$ cat config.mk
export PLATFORM = sky130hd
export DESIGN_NAME = bus_arbiter_rr
export DESIGN_NICKNAME = d
export VERILOG_FILES = /design/src/rtl/bus_pkg.sv /design/src/rtl/arb_wait_timer.sv /design/src/rtl/bus_arbiter_rr.sv
export SDC_FILE = /design/constraint.sdc
export NUM_CORES = 1
export LEC_CHECK = 0
export CORE_MARGIN = 1.5
export CORE_UTILIZATION = 60
export CTS_BUF_LIST = sky130_fd_sc_hd__clkbuf_8
export CTS_CLUSTER_SIZE = 40
export DETAILED_ROUTE_END_ITERATION = 8
export PLACE_DENSITY = 0.87
export RECOVER_POWER = 50
export SLEW_MARGIN = 5
export SYNTH_ARGS = -nofsm -noshare
export SYNTH_HDL_FRONTEND = slang
export SYNTH_SLANG_ARGS = --single-unit
$ cat constraint.sdc
create_clock -name clk -period 3.1 [get_ports clk]
set_input_delay 0.62 -clock clk [delete_from_list [all_inputs] [get_ports clk]]
set_output_delay 0.62 -clock clk [all_outputs]
set_load 0.01 [all_outputs]
$ cat src/rtl/bus_pkg.sv
// Shared encodings for the bus arbiter and datapath control:
// slave response codes, sequencer states and the round-robin pick.
package bus_pkg;

    typedef enum logic [1:0] {
        OKAY  = 2'b00,
        ERROR = 2'b01,
        RETRY = 2'b10,
        SPLIT = 2'b11
    } resp_e;

    typedef enum logic [1:0] {
        IDLE = 2'b00,
        ADDR = 2'b01,
        DATA = 2'b10,
        ERR  = 2'b11
    } state_e;

    // Returns the owner index (0 = master 1, 1 = master 2) for a
    // non-empty eligibility vector; ties go to the non-last owner.
    function automatic logic rr_pick(
        input logic [1:0] elig,
        input logic       last
    );
        logic pick;
        pick = 1'b0;
        unique case (1'b1)
            (elig == 2'b01): pick = 1'b0;
            (elig == 2'b10): pick = 1'b1;
            (elig == 2'b11): pick = ~last;
            default:         pick = 1'b0;
        endcase
        return pick;
    endfunction

endpackage

$ cat src/rtl/arb_wait_timer.sv
// DATA-phase wait counter for the bus arbiter.
// expired flags the last tolerated not-ready cycle.
module arb_wait_timer #(
    parameter int TIMEOUT = 16
) (
    input  logic clk,
    input  logic rst,
    input  logic clr,
    input  logic en,
    output logic expired
);

    localparam int W = $clog2(TIMEOUT);

    logic [W-1:0] wait_cnt_q;

    // Count not-ready DATA cycles; cleared on each address phase.
    always_ff @(posedge clk or negedge rst) begin
        if (!rst) begin
            wait_cnt_q <= '0;
        end else if (clr) begin
            wait_cnt_q <= '0;
        end else if (en) begin
            wait_cnt_q <= wait_cnt_q + 1'b1;
        end
    end

    assign expired = (wait_cnt_q == W'(TIMEOUT - 1));

endmodule

$ cat src/rtl/bus_arbiter_rr.sv
// Two-master round-robin bus arbiter and transfer sequencer.
// Handles RETRY, SPLIT, ERROR and ready timeout per transfer.
module bus_arbiter_rr
    import bus_pkg::*;
#(
    parameter int TIMEOUT   = 16,
    parameter int RETRY_MAX = 4
) (
    input  logic       clk,
    input  logic       rst,
    input  logic       busreq_1,
    input  logic       busreq_2,
    input  logic       ready,
    input  logic [1:0] response,
    input  logic [1:0] split_resume,
    output logic       grant_1,
    output logic       grant_2,
    output logic       owner,
    output logic       bus_busy,
    output logic       error,
    output logic       timeout
);

    localparam int RW = $clog2(RETRY_MAX + 1);

    state_e        state_q;
    logic          last_owner_q;
    logic [1:0]    split_mask_q;
    logic [RW-1:0] retry_cnt_q;

    resp_e         resp;
    logic [1:0]    elig;
    logic          pick;
    logic          expired;
    logic          tmr_clr;
    logic          tmr_en;
    logic [1:0]    split_set;

    assign resp    = resp_e'(response);
    assign elig    = {busreq_2, busreq_1} & ~split_mask_q;
    assign pick    = rr_pick(elig, last_owner_q);
    assign tmr_clr = (state_q == ADDR);
    assign tmr_en  = (state_q == DATA) && (resp == OKAY) && !ready;

    assign split_set = ((state_q == DATA) && (resp == SPLIT))
                     ? (owner ? 2'b10 : 2'b01)
                     : 2'b00;

    arb_wait_timer #(
        .TIMEOUT(TIMEOUT)
    ) u_timer (
        .clk    (clk),
        .rst    (rst),
        .clr    (tmr_clr),
        .en     (tmr_en),
        .expired(expired)
    );

    // Park split masters; a same-cycle SPLIT beats a resume.
    always_ff @(posedge clk or negedge rst) begin
        if (!rst) begin
            split_mask_q <= 2'b00;
        end else begin
            split_mask_q <= (split_mask_q & ~split_resume) | split_set;
        end
    end

    // Transfer sequencer with registered grant/status outputs.
    always_ff @(posedge clk or negedge rst) begin
        if (!rst) begin
            state_q      <= IDLE;
            last_owner_q <= 1'b1;
            retry_cnt_q  <= '0;
            grant_1      <= 1'b0;
            grant_2      <= 1'b0;
            owner        <= 1'b0;
            bus_busy     <= 1'b0;
            error        <= 1'b0;
            timeout      <= 1'b0;
        end else begin
            error   <= 1'b0;
            timeout <= 1'b0;
            unique case (state_q)
                IDLE: begin
                    if (elig != 2'b00) begin
                        owner       <= pick;
                        grant_1     <= ~pick;
                        grant_2     <= pick;
                        bus_busy    <= 1'b1;
                        retry_cnt_q <= '0;
                        state_q     <= ADDR;
                    end
                end
                ADDR: begin
                    state_q <= DATA;
                end
                DATA: begin
                    unique case (resp)
                        OKAY: begin
                            if (ready) begin
                                last_owner_q <= owner;
                                grant_1      <= 1'b0;
                                grant_2      <= 1'b0;
                                bus_busy     <= 1'b0;
                                state_q      <= IDLE;
                            end else if (expired) begin
                                grant_1  <= 1'b0;
                                grant_2  <= 1'b0;
                                bus_busy <= 1'b0;
                                error    <= 1'b1;
                                timeout  <= 1'b1;
                                state_q  <= ERR;
                            end
                        end
                        ERROR: begin
                            grant_1  <= 1'b0;
                            grant_2  <= 1'b0;
                            bus_busy <= 1'b0;
                            error    <= 1'b1;
                            state_q  <= ERR;
                        end
                        RETRY: begin
                            if (retry_cnt_q == RW'(RETRY_MAX - 1)) begin
                                grant_1  <= 1'b0;
                                grant_2  <= 1'b0;
                                bus_busy <= 1'b0;
                                error    <= 1'b1;
                                state_q  <= ERR;
                            end else begin
                                retry_cnt_q <= retry_cnt_q + 1'b1;
                                state_q     <= ADDR;
                            end
                        end
                        SPLIT: begin
                            last_owner_q <= owner;
                            grant_1      <= 1'b0;
                            grant_2      <= 1'b0;
                            bus_busy     <= 1'b0;
                            state_q      <= IDLE;
                        end
                    endcase
                end
                ERR: begin
                    last_owner_q <= owner;
                    state_q      <= IDLE;
                end
            endcase
        end
    end

endmodule

==> results.json <==
{
  "synth_cells": 98,
  "start_util_pct": 63.0,
  "cts_tree": "yes",
  "drive_gt1_share_pct": 9.65,
  "crit_fanout": 5,
  "r2r_cells": 3,
  "crit_type": "in -> reg",
  "place_inst": 127,
  "critPathRequiredTime_ps": 3230,
  "first_pass_iters": 4,
  "hold_viol_final": 0,
  "end_kind": "flip-flop",
  "power_density_nw_per_um2": 696,
  "nets": 133,
  "synthArstFlopShare_pct": 100,
  "worstHoldPathType": "reg -> reg",
  "globalplace.congestion": 0.738,
  "period_share_pct": 73.6,
  "p_leak_nw": 0.556,
  "post-route-util_pct": 73.9,
  "synth_top_area_share_pct": 40.0,
  "fin_cells": 131,
  "ir_worst_vdd_uv": 396,
  "core_um2": 1690,
  "yosysSeqAreaShare_pct": 42.4,
  "dr_total_vias": 784,
  "drv_cap": 0,
  "hold_end": "u_timer.wait_cnt_q[3]",
  "die_h_um": 45.1,
  "wire_per_inst_um": 16.2,
  "fin_total_pwr_mw": 0.869,
  "clock_sinks": 18,
  "fin_tns_setup_ps": 0,
  "relSlewSlack_pct": 45.6,
  "fillers": 111,
  "status": "complete, no violations",
  "synth_seq_cells": 18,
  "cp.arrival_ps": 2410,
  "synth_common_cells": "dfrtp_1 (17), nand2_1 (11), ha_1 (9), inv_1 (8), o21ai_1 (5)",
  "synth_edf_count": 0,
  "max_freq_mhz": 439,
  "root_buffer": "clkbuf_8",
  "final_max_slew_viol_count": 0,
  "grt_pass1_vias": 784,
  "ys_types": 41,
  "grtUsageMet2_pct": 37.4,
  "grt-ovfl-total": 0,
  "met1_usage_pct": 33.5,
  "drt_iter0_drc": 48,
  "via_per_inst": 5.98,
  "yosysWarnings": 0,
  "dieWidth_um": 45.1,
  "tightestPinTransition_ps": 814,
  "diodes": 0,
  "synth.avg_cell_area_um2": 10.9,
  "tritoncts.num_buffers": 3,
  "syn-cell-area_um2": 1060,
  "hold_depth": 1,
  "grt_max_degree": 19,
  "startpoint_type": "primary input",
  "clkTransAtPathRegs_ps": 70,
  "clock_latency_ps": 250,
  "die-area_um2": 2040,
  "timing.final.crit_period_ps": 2280,
  "synth_fp_nets": 116,
  "rows": 15,
  "regToRegEndpoint": "u_timer.wait_cnt_q[2]",
  "ys_top_cells_by_area": "dfrtp_1 (40%), ha_1 (11%), nand2_1 (3.9%)",
  "antenna_left": 0,
  "synth_top_cell_by_area": "dfrtp_1",
  "ys.flop_type": "dfrtp_1",
  "cts_buffer_depth": 2,
  "gr-usage-met3_pct": 8.40,
  "antenna_found_initial": 0,
  "htreeDepth": 1,
  "portBuffers": 14,
  "ios": 15,
  "synth_most_common_cell": "dfrtp_1",
  "grt_most_used_layer": "met2",
  "rrSetupSlack_ps": 1450,
  "finalSetupViolations": 0,
  "wl_um": 2120,
  "cts_resized": 0,
  "dp_hpwl_um": 1620,
  "grtUsageTotal_pct": 25.3,
  "area_growth_pct": 17.3,
  "drcViolationCount": 0,
  "rsz0062_at_grt": "false",
  "fin_skew_ps": 2.98,
  "min-delay-start": "u_timer.wait_cnt_q[3]",
  "grt_pass1_wl_um": 3580,
  "cts_hold_buf": 0,
  "postCtsSetupRepairBufs": 0,
  "r2r_start": "state_q[0]"
}
-- report_power, final --
| group | switching (mW) | internal [mW] | total [mW] |
|---|---|---|---|
| sequential | 0.0892 | 0.301 | 0.390 |
| clock | 0.0776 | 0.113 | 0.190 |
| combinational | 0.131 | 0.158 | 0.289 |
-- sequential cells by signal, summed over array words and instances, names as in the netlist --
| register | cells |
|---|---|
| retry_cnt_q | 3 |
| error | 1 |
| last_owner_q | 1 |
| grant_1 | 1 |
| grant_2 | 1 |
| owner | 1 |
| bus_busy | 1 |
| u_timer.wait_cnt_q | 4 |
| split_mask_q | 2 |
| state_q | 2 |
| timeout | 1 |
-- per-stage QoR --
| stage | hold slack [ps] | area (um2) | setup slack [ps] |
|---|---|---|---|
| 2_1_floorplan | 324 | 1060 | 1310 |
| 3_3_place_gp | 465 | 1210 | 696 |
| 3_5_place_dp | 468 | 1210 | 593 |
| 4_1_cts | 477 | 1260 | 863 |
| 5_1_grt | 506 | 1250 | 728 |
| 6_report | 475 | 1250 | 820 |
-- worst max path at each step --
stage,end,cells past startpoint,slack (ps),startpoint
after global placement,grant_1,6,700,response[0]
after global routing,u_timer.wait_cnt_q[2],6,730,response[0]
after floorplan,grant_1,5,1310,response[0]
after detailed placement,grant_1,6,590,response[0]
final,grant_1,6,820,response[0]
after CTS,grant_1,6,860,response[0]
-- worst max-delay path, stage by stage --
cell	delay, ps
dlygate4sd3_1	610
inv_1	100
ha_1	250
nor4bb_4	190
a32o_1	240
o41a_1	390
-- cell type report --
cell class	count	area (um2)	share of cell area, %
sequential	18	452	36.2
inverter	9	33.8	2.71
tap	17	21.3	1.70
timing repair buffer	14	140	11.2
clock buffer	4	55.1	4.41
multi-input combinational	69	547	43.8
-- cells by family (layout without fill, tap and decap cells) --
logic type               after synthesis  after routing  synth area share [%]
buffers and inverters                 11             27                  4.70
multiplexers                           4              4                  4.00
AO/OA/AOI/OAI                         23             23                  15.7
flip-flops                            18             18                  42.4
AND/OR/NAND/NOR                       33             33                  22.6
adder cells (fa/ha/maj)                9              9                  10.6
-- cells in the final DEF (no fill, tap or decap), types with 2 or more instances in the layout --
cell type	count
clkbuf_8	4
clkdlybuf4s50_1	12
dfrtp_1	17
dlygate4sd3_1	2
ha_1	9
inv_1	8
mux2_1	2
mux2i_1	2
nand2_1	11
nand2b_1	4
nand3_1	4
nand4bb_1	2
nor2_1	3
o21ai_1	5
o22ai_1	3
-- layer usage --
layer  up-vias  share of wire [%]
met4         0                2.2
li1        385                  -
met3         7                5.5
met1       364                 44
met5         -                  0
met2        28                 48
Note: power is estimated with default switching activity, not from simulation.
==> RTL edit 1 (same settings) <==
`RETRY_MAX`: 4 -> 8.
--- a/src/rtl/bus_arbiter_rr.sv
+++ b/src/rtl/bus_arbiter_rr.sv
@@ -6,3 +6,3 @@
     parameter int TIMEOUT   = 16,
-    parameter int RETRY_MAX = 4
+    parameter int RETRY_MAX = 8
 ) (
Behaviour: not the same (Yosys sat finds a counterexample within 10 cycles, from zero or initial values and one cycle with rst low).
==> RTL edit 1 against the unedited design <==
Area after synthesis decreased by 6.3%. Sequential cell count grew 1. Critical path depth increased by 1. Largest power group unchanged. Setup slack better by 0.20 ns. Sequential power decreased by 3%. Power down 5.4%. Critical endpoint is now grant_2. Final area is 4.3% lower. Wire length increased by 6.6%. Global-route usage up 3.5 points. Non-clock buffer count stayed put.
==> RTL edit 1: results (changes against the unedited design) <==
Met1 Routed Length=894 um (was 930 um); setup clock skew after layout=0.00732 ns (was 0.00298 ns); cell type of the slowest stage on the worst timing path=sky130_fd_sc_hd__clkdlybuf4s50_1 (was sky130_fd_sc_hd__dlygate4sd3_1); Final Cycle Share=67.0% (was 73.6%); met1 track demand over resource in global routing=34.4% (was 33.5%); flip-flop and latch count after synthesis=19 (was 18); status=complete, no violations (unchanged); Inverters excl. clock=7 (was 9); length of routed met2 wiring=1100 um (was 1030 um); leakage power=0.592 nW (was 0.556 nW); hold endpoint=grant_1 (was u_timer.wait_cnt_q[3]); share of synthesized area spent on multiplexers=3.14% (was 4.00%); share of final layout cell area taken by clock buffers and inverters=3.77% (was 4.41%); iteration-0 DRC count of the detailed router=15 (was 48); Total GRT Usage=28.8% (was 25.3%); start of the worst register-to-register path=state_q[1] (was state_q[0]); global-route met3 utilization=8.75% (was 8.40%); end of the worst register-to-register path=u_timer.wait_cnt_q[1] (was u_timer.wait_cnt_q[2]); pin count of the biggest net entering global routing=20 (was 19); Vias per Instance=6.32 (was 5.98); Wirelength per Cell=17.3 um (was 16.2 um); count of clock buffers in the final design=3 (was 4); worst vdd rail ir drop=0.538 mV (was 0.396 mV); filler cell count in the final layout=112 (was 111); global placer's final weighted congestion=0.811 (was 0.738); top cells by area, synth=sky130_fd_sc_hd__dfrtp_1, sky130_fd_sc_hd__ha_1, sky130_fd_sc_hd__nand3_1, sky130_fd_sc_hd__nand2_1, sky130_fd_sc_hd__o21ai_1 (was sky130_fd_sc_hd__dfrtp_1, sky130_fd_sc_hd__ha_1, sky130_fd_sc_hd__nand2_1, sky130_fd_sc_hd__inv_1, sky130_fd_sc_hd__nand4bb_4); total wire length=2260 um (was 2120 um); grt met2 use=42.4% (was 37.4%)
## RTL edit 1: cell types whose count changed after synthesis, sizes merged, moves of 2 or more
cell / change
xnor2: +2
o22ai: -2
inv: -2
nand4bb: -2
nor2: +2
a21oi: +2
nand3: +8
a21o: +3
## RTL edit 1: stage by stage
| stage | instance area [sq um] | hold WS, ns | power [W] | utilization [%] |
|---|---|---|---|---|
| floorplan | 997 | 0.324 | 0.000531 | - |
| global placement | 1150 | 0.463 | 0.000622 | 75.5 |
| detailed placement | 1150 | 0.482 | 0.000646 | 75.5 |
| CTS | 1190 | 0.503 | 0.000816 | 78.4 |
| global route | 1190 | 0.522 | 0.000864 | 78.4 |
| finish | 1190 | 0.509 | 0.000823 | 78.4 |
## RTL edit 1: power breakdown
part / switching, W / internal [W]
Clock: 0.0000868 / 0.0000884
Combinational: 0.000142 / 0.000128
Sequential: 0.0000652 / 0.000312
==> RTL edit 2 (config.mk and constraints unchanged) <==
Without the edit above. Make the reset (`rst`) synchronous in 3 clocked blocks.
--- a/src/rtl/arb_wait_timer.sv
+++ b/src/rtl/arb_wait_timer.sv
@@ -17,3 +17,3 @@
     // Count not-ready DATA cycles; cleared on each address phase.
-    always_ff @(posedge clk or negedge rst) begin
+    always_ff @(posedge clk) begin
         if (!rst) begin
--- a/src/rtl/bus_arbiter_rr.sv
+++ b/src/rtl/bus_arbiter_rr.sv
@@ -59,3 +59,3 @@
     // Park split masters; a same-cycle SPLIT beats a resume.
-    always_ff @(posedge clk or negedge rst) begin
+    always_ff @(posedge clk) begin
         if (!rst) begin
@@ -68,3 +68,3 @@
     // Transfer sequencer with registered grant/status outputs.
-    always_ff @(posedge clk or negedge rst) begin
+    always_ff @(posedge clk) begin
         if (!rst) begin
Function: differs if rst is asserted again (counterexample within 4 cycles, from zero or initial values and one cycle with rst low); with rst held inactive, the same outputs for 10 cycles.
==> RTL edit 2 against the unedited design <==
Wire length down 15%. Global-route usage fell by 2.1 points. Cell count up 3.8%. Non-clock buffer count grew 1. Maximum frequency up 2.5%. Setup slack improved by 0.055 ns. Sequential cell count unchanged. Critical path depth grew 2. Area after synthesis is 12% lower. Final area down 8.9%. Critical endpoint is now grant_1.
Power is not compared: it rests on default switching activity, and its combinational part moved more than twofold at a synthesized area within 25%.
==> RTL edit 2: results (changes against the unedited design) <==
cell types with the highest counts after synthesis=sky130_fd_sc_hd__dfxtp_1, sky130_fd_sc_hd__nand2_1, sky130_fd_sc_hd__ha_1, sky130_fd_sc_hd__nor2_1 (was sky130_fd_sc_hd__dfrtp_1, sky130_fd_sc_hd__nand2_1, sky130_fd_sc_hd__ha_1); end of the worst register-to-register path=retry_cnt_q[2] (was u_timer.wait_cnt_q[2]); largest fanout of any net on the critical path=6 (was 5); hold endpoint=bus_busy (was u_timer.wait_cnt_q[3]); synthesized net count=122 (was 116); detailed placer's ending HPWL=1380 um (was 1620 um); clock input transition at the sequential cells of the worst setup and hold paths=0.07 ns (about the same); Ys Warns=0 (unchanged); fraction of layout instances using a drive strength above 1=10.0% (was 9.65%); H-tree level count=1 (unchanged); worst hold slack=0.453 ns (was 0.475 ns); top cells by area, synth=sky130_fd_sc_hd__dfxtp_1, sky130_fd_sc_hd__ha_1, sky130_fd_sc_hd__nand2_1, sky130_fd_sc_hd__nor2_1, sky130_fd_sc_hd__a21oi_1 (was sky130_fd_sc_hd__dfrtp_1, sky130_fd_sc_hd__ha_1, sky130_fd_sc_hd__nand2_1, sky130_fd_sc_hd__inv_1, sky130_fd_sc_hd__nand4bb_4); global-route met3 utilization=2.59% (was 8.40%); Unique masters post-synth=34 (was 41); worst hold path depth=2 (was 1); Wirelength per Cell=13.3 um (was 16.2 um); data arrival time of the critical path=2.42 ns; number of global-route vias before repair=779 (was 784); iteration-0 DRC count of the detailed router=19 (was 48); global placer's final weighted congestion=0.822 (was 0.738); slew margin rel.=56.2% (was 45.6%); start of the worst register-to-register path=retry_cnt_q[0] (was state_q[0]); filler cell count in the final layout=113 (was 111); internal reg-to-reg setup slack=1.52 ns (was 1.45 ns); Net count, final=139 (was 133); pin count of the biggest net entering global routing=11 (was 19); Synth async-reset ratio=0% (was 100%); R2R cell count=6 (was 3); grt met2 use=40.0% (was 37.4%); hold path startpoint=bus_busy (was u_timer.wait_cnt_q[3]); Antenna diodes=0 (unchanged); status=complete, no violations (unchanged); first-pass GRT wire length=3160 um (was 3580 um); sequential element share of the synthesized area=38.6% (was 42.4%); met1 track demand over resource in global routing=27.1% (was 33.5%); Total GRT Usage=23.2% (was 25.3%); setup clock skew after layout=0.00169 ns (was 0.00298 ns); via count of the routed design=772 (was 784)
RTL edit 2: power by group:
part | leakage (nW) | total, W | switching, W | internal, W
sequential | 0.146 | 0.000253 | 0.0000111 | 0.000241
combinational | 0.302 | 0.0000797 | 0.0000389 | 0.0000408
clock | 0.0288 | 0.000197 | 0.0000840 | 0.000113
total | 0.477 | 0.000529 | 0.000134 | 0.000395
RTL edit 2: cell families after synthesis:
family	synth area share (%)
simple gates	26.3
compound gates	11.4
buf+inv	4.42
mux	4.42
fa+ha+maj	12.1
xor+xnor	2.82
flops	38.6
RTL edit 2: worst max path at each step:
| stage | cells after the start | slack (ns) | to | from |
|---|---|---|---|---|
| floorplan | 7 | 1.35 | grant_1 | response[0] |
| global placement | 8 | 0.77 | grant_1 | response[0] |
| detailed placement | 7 | 0.71 | last_owner_q | response[0] |
| CTS | 8 | 0.97 | grant_1 | response[0] |
| global route | 7 | 0.73 | last_owner_q | response[1] |
| finish | 8 | 0.87 | grant_1 | response[1] |
RTL edit 2: worst reg2reg max path, delay by kind of cell (launching register included):
| kind | cells | cell delay (ns) |
|---|---|---|
| AOI/OAI and AO/OA | 1 | 0.07 |
| adders and majority gates | 2 | 0.42 |
| DFF | 1 | 0.33 |
| and+or+nand+nor | 3 | 0.70 |
RTL edit 2: metrics by stage:
step / cell area (sq um) / std cells / setup slack [ns]
2_1_floorplan: 933 / 104 / 1.35
3_3_place_gp: 1080 / 132 / 0.775
3_5_place_dp: 1080 / 132 / 0.706
4_1_cts: 1140 / 136 / 0.971
5_1_grt: 1140 / 136 / 0.733
6_report: 1140 / 136 / 0.874
RTL edit 2: cell type report:
class                           count  share of cell area [%]
Inverter                            6                    1.98
Clock buffer                        4                    4.84
Timing Repair Buffer               15                    13.0
Multi-Input combinational cell     77                    46.8
Tap cell                           16                    1.76
Sequential cell                    18                    31.7
RTL edit 2: per-layer routing:
layer	up-vias	wire length (um)
li1	391	-
met1	367	829
met4	0	40
met2	9	911
met3	5	33
met5	-	0
